[src/rtl/alu_control_muldiv.sv]
// ALU control decode plus iterative multiply/divide engine with HI/LO registers.
// Decode is combinational. Mul/div takes WIDTH+3 cycles (4 for divide-by-zero), with stall held high while busy.
module alu_control_muldiv #(
    parameter int WIDTH   = 32,
    parameter int ALUOP_W = 3,
    parameter int EN_DIV  = 1
) (
    input  logic               clk,
    input  logic               reset,
    input  logic [ALUOP_W-1:0] ALUOp,
    input  logic [5:0]         ALUFunction,
    input  logic [WIDTH-1:0]   operand_a,
    input  logic [WIDTH-1:0]   operand_b,
    output logic [3:0]         ALUOperation,
    output logic               stall,
    output logic [WIDTH-1:0]   hilo_data,
    output logic               done,
    output logic               div_by_zero
);
    localparam int CW = $clog2(WIDTH) + 1;
    localparam logic [ALUOP_W-1:0] OP_R   = ALUOP_W'(7);
    localparam logic [ALUOP_W-1:0] OP_ADD = ALUOP_W'(0);
    localparam logic [ALUOP_W-1:0] OP_OR  = ALUOP_W'(1);
    localparam logic [ALUOP_W-1:0] OP_AND = ALUOP_W'(2);
    localparam logic [ALUOP_W-1:0] OP_LUI = ALUOP_W'(3);
    localparam logic [ALUOP_W-1:0] OP_SUB = ALUOP_W'(4);

    typedef enum logic [2:0] {S_IDLE, S_MUL, S_DIV, S_FIX, S_DONE} state_t;

    state_t               state, state_nxt;
    logic [2*WIDTH-1:0]   acc;
    logic [WIDTH-1:0]     breg, a_raw, hi, lo;
    logic [CW-1:0]        cnt;
    logic                 op_div, neg_q, neg_r, div0;

    logic                 is_rtype, mul_req, div_req, start, signed_op, last;
    logic [WIDTH-1:0]     abs_a, abs_b;
    logic [WIDTH:0]       mul_sum, div_part, div_diff;
    logic                 q_bit;
    logic [WIDTH-1:0]     rem_nxt;
    logic [2*WIDTH-1:0]   prod_fix;
    logic [WIDTH-1:0]     fix_hi, fix_lo;

    always_comb begin
        ALUOperation = 4'b1111;
        if (ALUOp == OP_R) begin
            case (ALUFunction)
                6'h20:   ALUOperation = 4'b0011;
                6'h22:   ALUOperation = 4'b0100;
                6'h24:   ALUOperation = 4'b0000;
                6'h25:   ALUOperation = 4'b0001;
                6'h27:   ALUOperation = 4'b0010;
                6'h00:   ALUOperation = 4'b0110;
                6'h02:   ALUOperation = 4'b0111;
                6'h10:   ALUOperation = 4'b1000;
                6'h12:   ALUOperation = 4'b1001;
                default: ALUOperation = 4'b1111;
            endcase
        end else begin
            case (ALUOp)
                OP_ADD:  ALUOperation = 4'b0011;
                OP_OR:   ALUOperation = 4'b0001;
                OP_AND:  ALUOperation = 4'b0000;
                OP_LUI:  ALUOperation = 4'b0101;
                OP_SUB:  ALUOperation = 4'b0100;
                default: ALUOperation = 4'b1111;
            endcase
        end
    end

    // A held reset suppresses start so stall cannot assert before the engine is live.
    assign is_rtype  = (ALUOp == OP_R);
    assign mul_req   = is_rtype && (ALUFunction == 6'h18 || ALUFunction == 6'h19);
    assign div_req   = (EN_DIV != 0) && is_rtype && (ALUFunction == 6'h1A || ALUFunction == 6'h1B);
    assign start     = reset && (state == S_IDLE) && (mul_req || div_req);
    assign signed_op = ~ALUFunction[0];
    assign abs_a     = (signed_op && operand_a[WIDTH-1]) ? -operand_a : operand_a;
    assign abs_b     = (signed_op && operand_b[WIDTH-1]) ? -operand_b : operand_b;
    assign last      = (cnt == CW'(WIDTH - 1));

    assign hilo_data = !is_rtype             ? '0 :
                       (ALUFunction == 6'h10) ? hi :
                       (ALUFunction == 6'h12) ? lo : '0;

    // Shift-add step; restoring-division step on {remainder, quotient} in the same accumulator.
    always_comb begin
        mul_sum  = {1'b0, acc[2*WIDTH-1:WIDTH]} + (acc[0] ? {1'b0, breg} : '0);
        div_part = acc[2*WIDTH-1:WIDTH-1];
        div_diff = div_part - {1'b0, breg};
        q_bit    = (div_part >= {1'b0, breg});
        rem_nxt  = q_bit ? div_diff[WIDTH-1:0] : div_part[WIDTH-1:0];
    end

    always_comb begin
        prod_fix = neg_q ? -acc : acc;
        fix_hi   = prod_fix[2*WIDTH-1:WIDTH];
        fix_lo   = prod_fix[WIDTH-1:0];
        if (op_div) begin
            if (div0) begin
                fix_hi = a_raw;
                fix_lo = '1;
            end else begin
                fix_hi = neg_r ? -acc[2*WIDTH-1:WIDTH] : acc[2*WIDTH-1:WIDTH];
                fix_lo = neg_q ? -acc[WIDTH-1:0] : acc[WIDTH-1:0];
            end
        end
    end

    always_comb begin
        state_nxt = state;
        stall     = 1'b0;
        case (state)
            S_IDLE: begin
                if (start) begin
                    stall     = 1'b1;
                    state_nxt = div_req ? S_DIV : S_MUL;
                end
            end
            S_MUL: begin
                stall = 1'b1;
                if (last) state_nxt = S_FIX;
            end
            S_DIV: begin
                stall = 1'b1;
                if (breg == '0 || last) state_nxt = S_FIX;
            end
            S_FIX: begin
                stall     = 1'b1;
                state_nxt = S_DONE;
            end
            S_DONE:  state_nxt = S_IDLE;
            default: state_nxt = S_IDLE;
        endcase
    end

    assign done        = (state == S_DONE);
    assign div_by_zero = done && div0;

    always_ff @(posedge clk or negedge reset) begin
        if (!reset) begin
            state  <= S_IDLE;
            acc    <= '0;
            breg   <= '0;
            a_raw  <= '0;
            cnt    <= '0;
            op_div <= 1'b0;
            neg_q  <= 1'b0;
            neg_r  <= 1'b0;
            div0   <= 1'b0;
            hi     <= '0;
            lo     <= '0;
        end else begin
            state <= state_nxt;
            case (state)
                S_IDLE: begin
                    if (start) begin
                        acc    <= {{WIDTH{1'b0}}, abs_a};
                        breg   <= abs_b;
                        a_raw  <= operand_a;
                        cnt    <= '0;
                        op_div <= div_req;
                        neg_q  <= signed_op && (operand_a[WIDTH-1] ^ operand_b[WIDTH-1]);
                        neg_r  <= signed_op && operand_a[WIDTH-1];
                        div0   <= 1'b0;
                    end
                end
                S_MUL: begin
                    acc <= {mul_sum, acc[WIDTH-1:1]};
                    cnt <= cnt + CW'(1);
                end
                S_DIV: begin
                    if (breg == '0) begin
                        div0 <= 1'b1;
                    end else begin
                        acc <= {rem_nxt, acc[WIDTH-2:0], q_bit};
                        cnt <= cnt + CW'(1);
                    end
                end
                S_FIX: begin
                    hi <= fix_hi;
                    lo <= fix_lo;
                end
                default: ;
            endcase
        end
    end
endmodule

[config.mk]
export PLATFORM = sky130hd
export DESIGN_NAME = alu_control_muldiv
export DESIGN_NICKNAME = d
export VERILOG_FILES = /design/src/rtl/alu_control_muldiv.sv
export SDC_FILE = /design/constraint.sdc
export NUM_CORES = 1
export LEC_CHECK = 0
export CAP_MARGIN = 20
export CORE_ASPECT_RATIO = 1.2
export CORE_MARGIN = 4
export CORE_UTILIZATION = 55
export CTS_BUF_LIST = sky130_fd_sc_hd__clkbuf_8
export DETAILED_ROUTE_END_ITERATION = 8
export PLACE_DENSITY = 0.89
export SLEW_MARGIN = 20
export SYNTH_ARGS = -nofsm -noshare
export SYNTH_HDL_FRONTEND = slang
export SYNTH_SLANG_ARGS = --single-unit
[constraint.sdc]
create_clock -name clk -period 3.05 [get_ports clk]
set_input_delay 0.305 -clock clk [delete_from_list [all_inputs] [get_ports clk]]
set_output_delay 0.305 -clock clk [all_outputs]
set_load 0.01 [all_outputs]
Word level (Yosys, flattened, before mapping)

Index checks and enable logic that the tools add are counted.

Bits in writable memories: 0
Output and inout bits: 39
Register bits after elaboration: 205
Memories kept: 0
Input bits: 75
Bits in latches: 0
ROM bits: 0

$lt $le $gt $ge: 1
Equal/unequal tests: 27
Reductions and logical operators: 23
Div/mod/pow operators: 0
Shift operators: 0
$add $sub $neg: 8
Multipliers: 0
Muxes and demuxes: 33
Bitwise gates (word level): 2

Operators by type and width:

| kind                                           | number |
|---|---|
| two-way mux 32 bit                             | 13 |
| two-way mux 64 bit                             | 3 |
| one-hot mux 64 bit (3 select lines)            | 1 |
| negator 32 bit                                 | 4 |
| negator 64 bit                                 | 1 |
| == test 6 x 5 -> 1 bit (second input constant) | 7 |
| one-hot mux 4 bit (9 select lines)             | 1 |
| adder 32 x 32 -> 33 bit                        | 1 |
| >= comparator 33 x 32 -> 1 bit                 | 1 |
| zero test 32 bit                               | 1 |
| subtractor 32 bit                              | 1 |
| == test 6 bit (second input constant)          | 5 |
| one-hot mux 4 bit (5 select lines)             | 1 |
| one-hot mux 6 bit (3 select lines)             | 1 |
| == test 3 x 2 -> 1 bit (second input constant) | 4 |
| two-way mux 6 bit                              | 2 |
| one-hot mux 3 bit (4 select lines)             | 1 |
| inequality test 2 bit (second input constant)  | 5 |
| == test 3 bit (second input constant)          | 3 |
| two-way mux 3 bit                              | 3 |
| AND reduction 3 bit                            | 3 |
| logical AND 1 bit                              | 8 |
| adder 6 x 1 -> 6 bit (second input constant)   | 1 |
| == test 3 x 1 -> 1 bit (second input constant) | 2 |
| 14 further kinds                               | 21 |

Longest topological paths before layout

Gate-level depths: netlist of run 1.

Depth after elaboration: 7
Gate-level depth with buffers: 14

Least setup slack after synthesis of run 1

Ideal clock, no wire load.

Path kind: reg2reg
Start: register acc[0]
End: register acc[63]
Stages on the path, launching flop included: 14
Library setup time: 0.126 ns
Path buffers: 1
Arrival: 2.897 ns
Period minus slack after synthesis: 3.023 ns
Setup slack: 0.027 ns
Cells stage by stage: dfrtp_1 -> clkinv_1 -> clkbuf_1 -> nor2_1 -> ha_1 -> and2_1 -> a211o_1 -> o221ai_1 -> a31oi_1 -> nor2b_1 -> o311a_1 -> o21ai_0 -> a21o_1 -> o32a_1

Word-level cells in the longest chain between the ends: 3

Ends and longest elaborated chain:

| item                                | line | source |
|---|---|---|
| start, declared                     | 31   | `logic [2*WIDTH-1:0] acc;` |
| start signal, assigned              | 157  | `acc <= {{WIDTH{1'b0}}, abs_a};` |
| start signal, assigned              | 168  | `acc <= {mul_sum, acc[WIDTH-1:1]};` |
| start signal, assigned              | 175  | `acc <= {rem_nxt, acc[WIDTH-2:0], q_bit};` |
| two-way mux 32 bit                  | 87   | `mul_sum = {1'b0, acc[2*WIDTH-1:WIDTH]} + (acc[0] ? {1'b0, breg} : '0);` |
| adder 32 x 32 -> 33 bit             | 87   |  |
| one-hot mux 64 bit (3 select lines) | 154  | `case (state)` |

No other way between the ends.
A chain may end at the register's enable or synchronous reset.

Worst setup path after layout of run 1

Ends and elaborated chain as after synthesis.

==> results of run 1 <==
[metal layers]
metal | vias to the layer above | global-route usage, % | wire length [µm]
li1 | 8276 | - | -
met2 | 1065 | 61.5 | 30800
met5 | - | 0 | 0
met3 | 324 | 4.85 | 4430
met4 | 0 | 31.9 | 6860
met1 | 8601 | 42.3 | 23100
[kinds of logic after synthesis]
| group | after synthesis | synth area share [%] |
|---|---|---|
| AO/OA/AOI/OAI | 632 | 23.5 |
| XOR/XNOR | 195 | 10.2 |
| adder cells (fa/ha/maj) | 71 | 5.38 |
| buffers and inverters | 205 | 4.76 |
| flip-flops | 205 | 30.6 |
| multiplexers | 56 | 3.36 |
| AND/OR/NAND/NOR | 806 | 22.2 |
[power groups by stage]
| stage | clock [mW] | combinational (mW) | sequential (mW) |
|---|---|---|---|
| final | 2.85 | 12.1 | 4.12 |
| after global routing | 2.99 | 12.9 | 4.18 |
| after CTS | 2.85 | 11.0 | 4.06 |
| after detailed placement | 0 | 10.8 | 4.10 |
| after global placement | 0 | 10.6 | 4.06 |
| after floorplan | 0 | 6.70 | 3.97 |
[worst paths after layout]
kind                                startpoint        end  slack, ns  depth (start not counted)
worst max-delay path                    acc[0]    acc[63]      -0.02                         13
worst min-delay path                     reset   breg[25]       0.14                          2
worst max register to register          acc[0]    acc[63]      -0.02                         13
worst min register to register       a_raw[31]  a_raw[31]       0.48                          2
max in group asynchronous                reset      lo[6]       1.24                          4
min in group clk                ALUFunction[1]     op_div       0.15                          3
[layout make-up]
cell class              count  area share (%)
clock buffers              48            3.10
clock inverters            15           0.623
inverters                  59            1.06
multi-input cells        1760            53.7
flip-flops and latches    205            24.1
well taps                 390            2.29
repair buffers            381            15.1
[per-stage QoR]
stage	area, µm²	hold WS, ns	utilization, %	total power, mW
2_1_floorplan	16800	0.00941	-	10.7
3_3_place_gp	19800	0.156	66.3	14.6
3_5_place_dp	19800	0.158	66.3	14.9
4_1_cts	20600	0.118	69.1	17.9
5_1_grt	21300	0.143	71.3	20.1
6_report	21300	0.141	71.3	19.1
[synthesized netlist by cell type (all sizes together) (35+ instances only)]
| library cell | instances |
|---|---|
| a21oi | 166 |
| clkbuf | 122 |
| dfrtp | 205 |
| ha | 69 |
| inv | 58 |
| mux2i | 53 |
| nand2 | 310 |
| nor2 | 247 |
| nor3 | 35 |
| o21ai | 203 |
| xnor2 | 107 |
| xor2 | 88 |
[registers in the layout, summed over array words and instances, names as in the netlist]
| register | cells |
|---|---|
| neg_r | 1 |
| a_raw | 32 |
| op_div | 1 |
| lo | 32 |
| breg | 32 |
| hi | 32 |
| div0 | 1 |
| cnt | 6 |
| acc | 64 |
| neg_q | 1 |
| state | 3 |
[repair_timing]
| item | CTS | global route |
|---|---|---|
| buffers inserted | 1 | 13 |
| hold endpoints to repair | 4 | 0 |
| hold buffers | 1 | 0 |
| gates cloned | 0 | 1 |
| endpoints found under the setup margin | 7 | 60 |
| pin swaps | 4 | 21 |
| gates resized for setup | 7 | 112 |
==> flow_summary.toml, run 1 <==
[hold_path]
holdCritPathClass = "in -> async"

[pwr]
switching_share_pct = 47.0
ir_drop_mv = 0.666
internal_power_mw = 10.1
p_per_area_nw_per_um2 = 896
pwr-share-seq_pct = 21.6
p_leak_nw = 9.11
switching_power_mw = 8.97
clockPowerShare_pct = 14.9
p_comb_share_pct = 63.5

[worst_setup_path]
crit_buf_inv = 2
cp_slowest_cell = "dfrtp_1"
path_cells = "clkinvlp_4 -> buf_4 -> nor2_1 -> ha_1 -> a21oi_2 -> o22ai_4 -> o211ai_1 -> a31oi_2 -> nor2b_2 -> o311a_1 -> o21ai_0 -> a21o_1 -> o32a_1"
crit_family = "compound AO/OA/AOI/OAI gates"
path_max_fanout = 7
crit_required_ns = 3.50
max_stage_delay_ns = 0.42
worstSetupStartpointType = "flip-flop"
critical_path_class = "reg -> reg"
arrival_ns = 3.53
cp-end-kind = "flip-flop"

[clock_tree]
cts_max_level = 2
cts_num_sinks = 205
clockRootBuffer = "clkbuf_8"
cts_tree = "done"
numCtsBuffers = 36
clkLatencyLatePin_ns = 0.58
cts_buffer_depth = 3
cts.clk_slew.worst_paths_ns = 0.07

[logic_synthesis]
yosysWarnings = 0
synth-edff-count = 0
ys.flop_type = "dfrtp_1"
synth_area_leader_cell = "dfrtp_1"
syn_avg_cell_area_um2 = 7.73
ys_ff_latch = 205
synthDominantCellAreaShare_pct = 30.6
syn_inst = 2170
synth.cell_area_um2 = 16800
ys_seq_area_share_pct = 30.6
synth_cell_types = 86
syn_nets = 2316
async_flop_share_pct = 100
synthTopCellsByArea = "dfrtp_1 (31%), nand2_1 (6.9%), xnor2_1 (5.6%), o21ai_0 (5.6%), nor2_1 (5.5%)"

[routing]
first_pass_iters = 5
via_count = 18300
ant_nets = 0
routedWlPerCell_um = 22.8
routed_via_density = 6.39
drc_errors = 0
drt-initial-drc-count = 1899
wirelength_um = 65200

[floorplanning]
coreArea_um2 = 29900
dieArea_um2 = 33400
rows = 69
initial_utilization_pct = 56.2
io_pins = 114
die_x_um = 167
die_height_um = 199

[sta]
maxSlewHeadroom_pct = 43.5
finalMaxSlewViolations = 0
grt_setup_unrepaired = "yes"
fin_tns_setup_ns = -0.0234
finalWorstSetupSlack_ns = -0.0234
fmax_ghz = 0.325
post-route-min-period_ns = 3.07
period_share_pct = 101
setup_violations = 1
worst_slew_pin_slew_ns = 0.848
fin_skew_ns = 0.0252
finalHoldViolCount = 0

[global_routing]
antenna_found_initial = 0
grtUsageTotal_pct = 37.0
gr-total-overflow = 0
grt_max_degree = 122
grt_pass1_wl_um = 97600
grt_pass1_vias = 17700

[final_layout]
stdcell_count = 2858
fin_nets = 2589
drive_gt1_share_pct = 18.4
insertedDiodeCount = 0
n_fill_cell = 2351
layout_common_cells = "nand2_1 (308), buf_4 (255), nor2_1 (244), dfrtp_1 (201), o21ai_0 (178)"
multiInputGateArea_um2 = 11400
mostFrequentLayoutCell = "nand2_1"
syn_to_final_growth_pct = 26.9
seqCellArea_um2 = 5130

[place]
io_buffers = 113
place_ws_ns = -0.579
place.gp.congestion = 1.03
dp_cells = 2779
hpwl_um = 49300

[run_status]
status = "finished, violations left"
violations = "negative setup slack"

[flow_run]
drv_cap = 0
No activity file was read; power rests on OpenSTA's default activity.
==> inputs of run 2 (changes only) <==
Settings changed: CORE_UTILIZATION 55 to 56, PLACE_DENSITY 0.89 to 0.9.
==> run 2 against run 1 <==
Compared with the run above: the flow still finishes with violations (negative setup slack); sequential share of layout area is 0.055 points higher; clock skew is 0.026 ns higher; cell count is 0.14% higher; cell area is 0.25% lower; fmax is 4.5% lower; sequential power hardly changed; hold slack better by 0.021 ns; routed wire length is 0.94% higher.
==> flow_summary.toml, run 2 (same netlist as run 1, synthesis figures left out) <==
[floorplanning]
initial_utilization_pct = 56.7
rows = 69
coreArea_um2 = 29600
io_pins = 114
die_x_um = 166
dieArea_um2 = 32800
die_height_um = 198

[global_routing]
grtUsageTotal_pct = 37.4
grt_max_degree = 167
gr-total-overflow = 0
grt_pass1_wl_um = 98000
antenna_found_initial = 1
grt_pass1_vias = 18000

[final_layout]
insertedDiodeCount = 0
mostFrequentLayoutCell = "nand2_1"
layout_common_cells = "nand2_1 (310), buf_4 (256), nor2_1 (243), dfrtp_1 (202), o21ai_0 (175)"
stdcell_count = 2862
fin_nets = 2593
utilization_pct = 71.7
n_fill_cell = 2221
largest_reg_flops = 64
design_area_um2 = 21200
largest_register = "acc"
syn_to_final_growth_pct = 26.5
drive_gt1_share_pct = 17.9

[clock_tree]
cts_max_level = 2
clkLatencyLatePin_ns = 0.58
cts.clk_slew.worst_paths_ns = 0.08
clockRootBuffer = "clkbuf_8"
cts_buffer_depth = 3
cts_tree = "done"
numCtsBuffers = 36
cts_num_sinks = 205

[sta]
setup_violations = 4
fmax_ghz = 0.311
finalHoldViolCount = 0
maxSlewHeadroom_pct = 34.4
hold_slack_ns = 0.162
fin_skew_ns = 0.0508
period_share_pct = 106
finalMaxSlewViolations = 0
post-route-min-period_ns = 3.22
worst_slew_pin_slew_ns = 0.983
finalWorstSetupSlack_ns = -0.169
grt_setup_unrepaired = "yes"
fin_tns_setup_ns = -0.374

[hold_path]
holdCritPathClass = "in -> async"

[place]
io_buffers = 113
placed_cell_area_um2 = 19800
place_ws_ns = -0.430
hpwl_um = 49000
dp_cells = 2773
place.gp.congestion = 1.10

[run_status]
status = "finished, violations left"
violations = "negative setup slack"

[pwr]
p_leak_nw = 9.12
total_power_mw = 19.2
ir_drop_mv = 0.674
p_per_area_nw_per_um2 = 904

[flow_run]
drv_cap = 0

[routing]
first_pass_iters = 9
routed_via_density = 6.54
routedWlPerCell_um = 23.0
via_count = 18700
ant_nets = 0
drc_errors = 0
drt-initial-drc-count = 2619
wirelength_um = 65800

[worst_setup_path]
path_max_fanout = 10
arrival_ns = 3.70
worstSetupStartpointType = "flip-flop"
cp-end-kind = "flip-flop"
cp-startpoint = "breg[10]"
r2r-start = "breg[10]"
crit_required_ns = 3.53
critical_path_class = "reg -> reg"
==> run 2: cell count changes in the layout (fill, tap and decap cells not counted), sizes merged <==
cell / delta
bufinv: -2
clkinvlp: -2
buf: +2
inv: +6
clkbuf: +2
clkinv: -2
==> run 2: area by class of cell <==
cell class	count	area [µm²]	share of cell area (%)
clock inverters	15	65.1	0.306
multi-input cells	1760	11300	53.3
clock buffers	48	661	3.11
inverters	59	226	1.07
repair buffers	385	3340	15.7
flip-flops and latches	205	5130	24.2
well taps	390	488	2.30
==> run 2: per-layer routing <==
metal	up-vias	share of wire, %	GRT usage (%)
met5	-	0.015	0
met4	2	11	33.5
met3	368	8.5	4.14
met2	1286	46	62.1
met1	8780	34	42.8
li1	8275	-	-
==> run 2: final timing paths <==
path	to	cells past startpoint	slack, ns
setup / recovery	acc[34]	15	-0.17
hold reg to reg	hi[9]	2	0.49
max in group asynchronous	lo[2]	3	1.61
min in group clk	op_div	3	0.19
hold / removal	breg[28]	2	0.16
setup reg to reg	acc[34]	15	-0.17
==> run 2: what timing repair did <==
action | CTS | global route
hold endpoints to repair | 40 | 0
pin swaps | 3 | 37
hold buffers | 1 | 0
gates cloned | 0 | 2
endpoints found under the setup margin | 22 | 61
buffers inserted | 4 | 19
resized for setup | 13 | 92
==> run 2: worst max-delay path, cell delays in order, from the launching register on <==
cell and delay [ns]:
dfrtp_1 0.35, inv_1 0.13, ha_2 0.42, nand4_1 0.18, nor4_2 0.25, buf_4 0.16
nand3_1 0.07, a31oi_1 0.17, a31o_2 0.15, buf_4 0.13, a211oi_4 0.04, buf_4 0.19
buf_12 0.15, nor3_2 0.50, a21oi_1 0.07, o21ai_0 0.17
==> run 2: power by group <==
part           internal (mW)  switching [mW]
combinational           5.26            7.19
sequential              3.41           0.677
clock                   1.40            1.26
total                   10.1            9.13
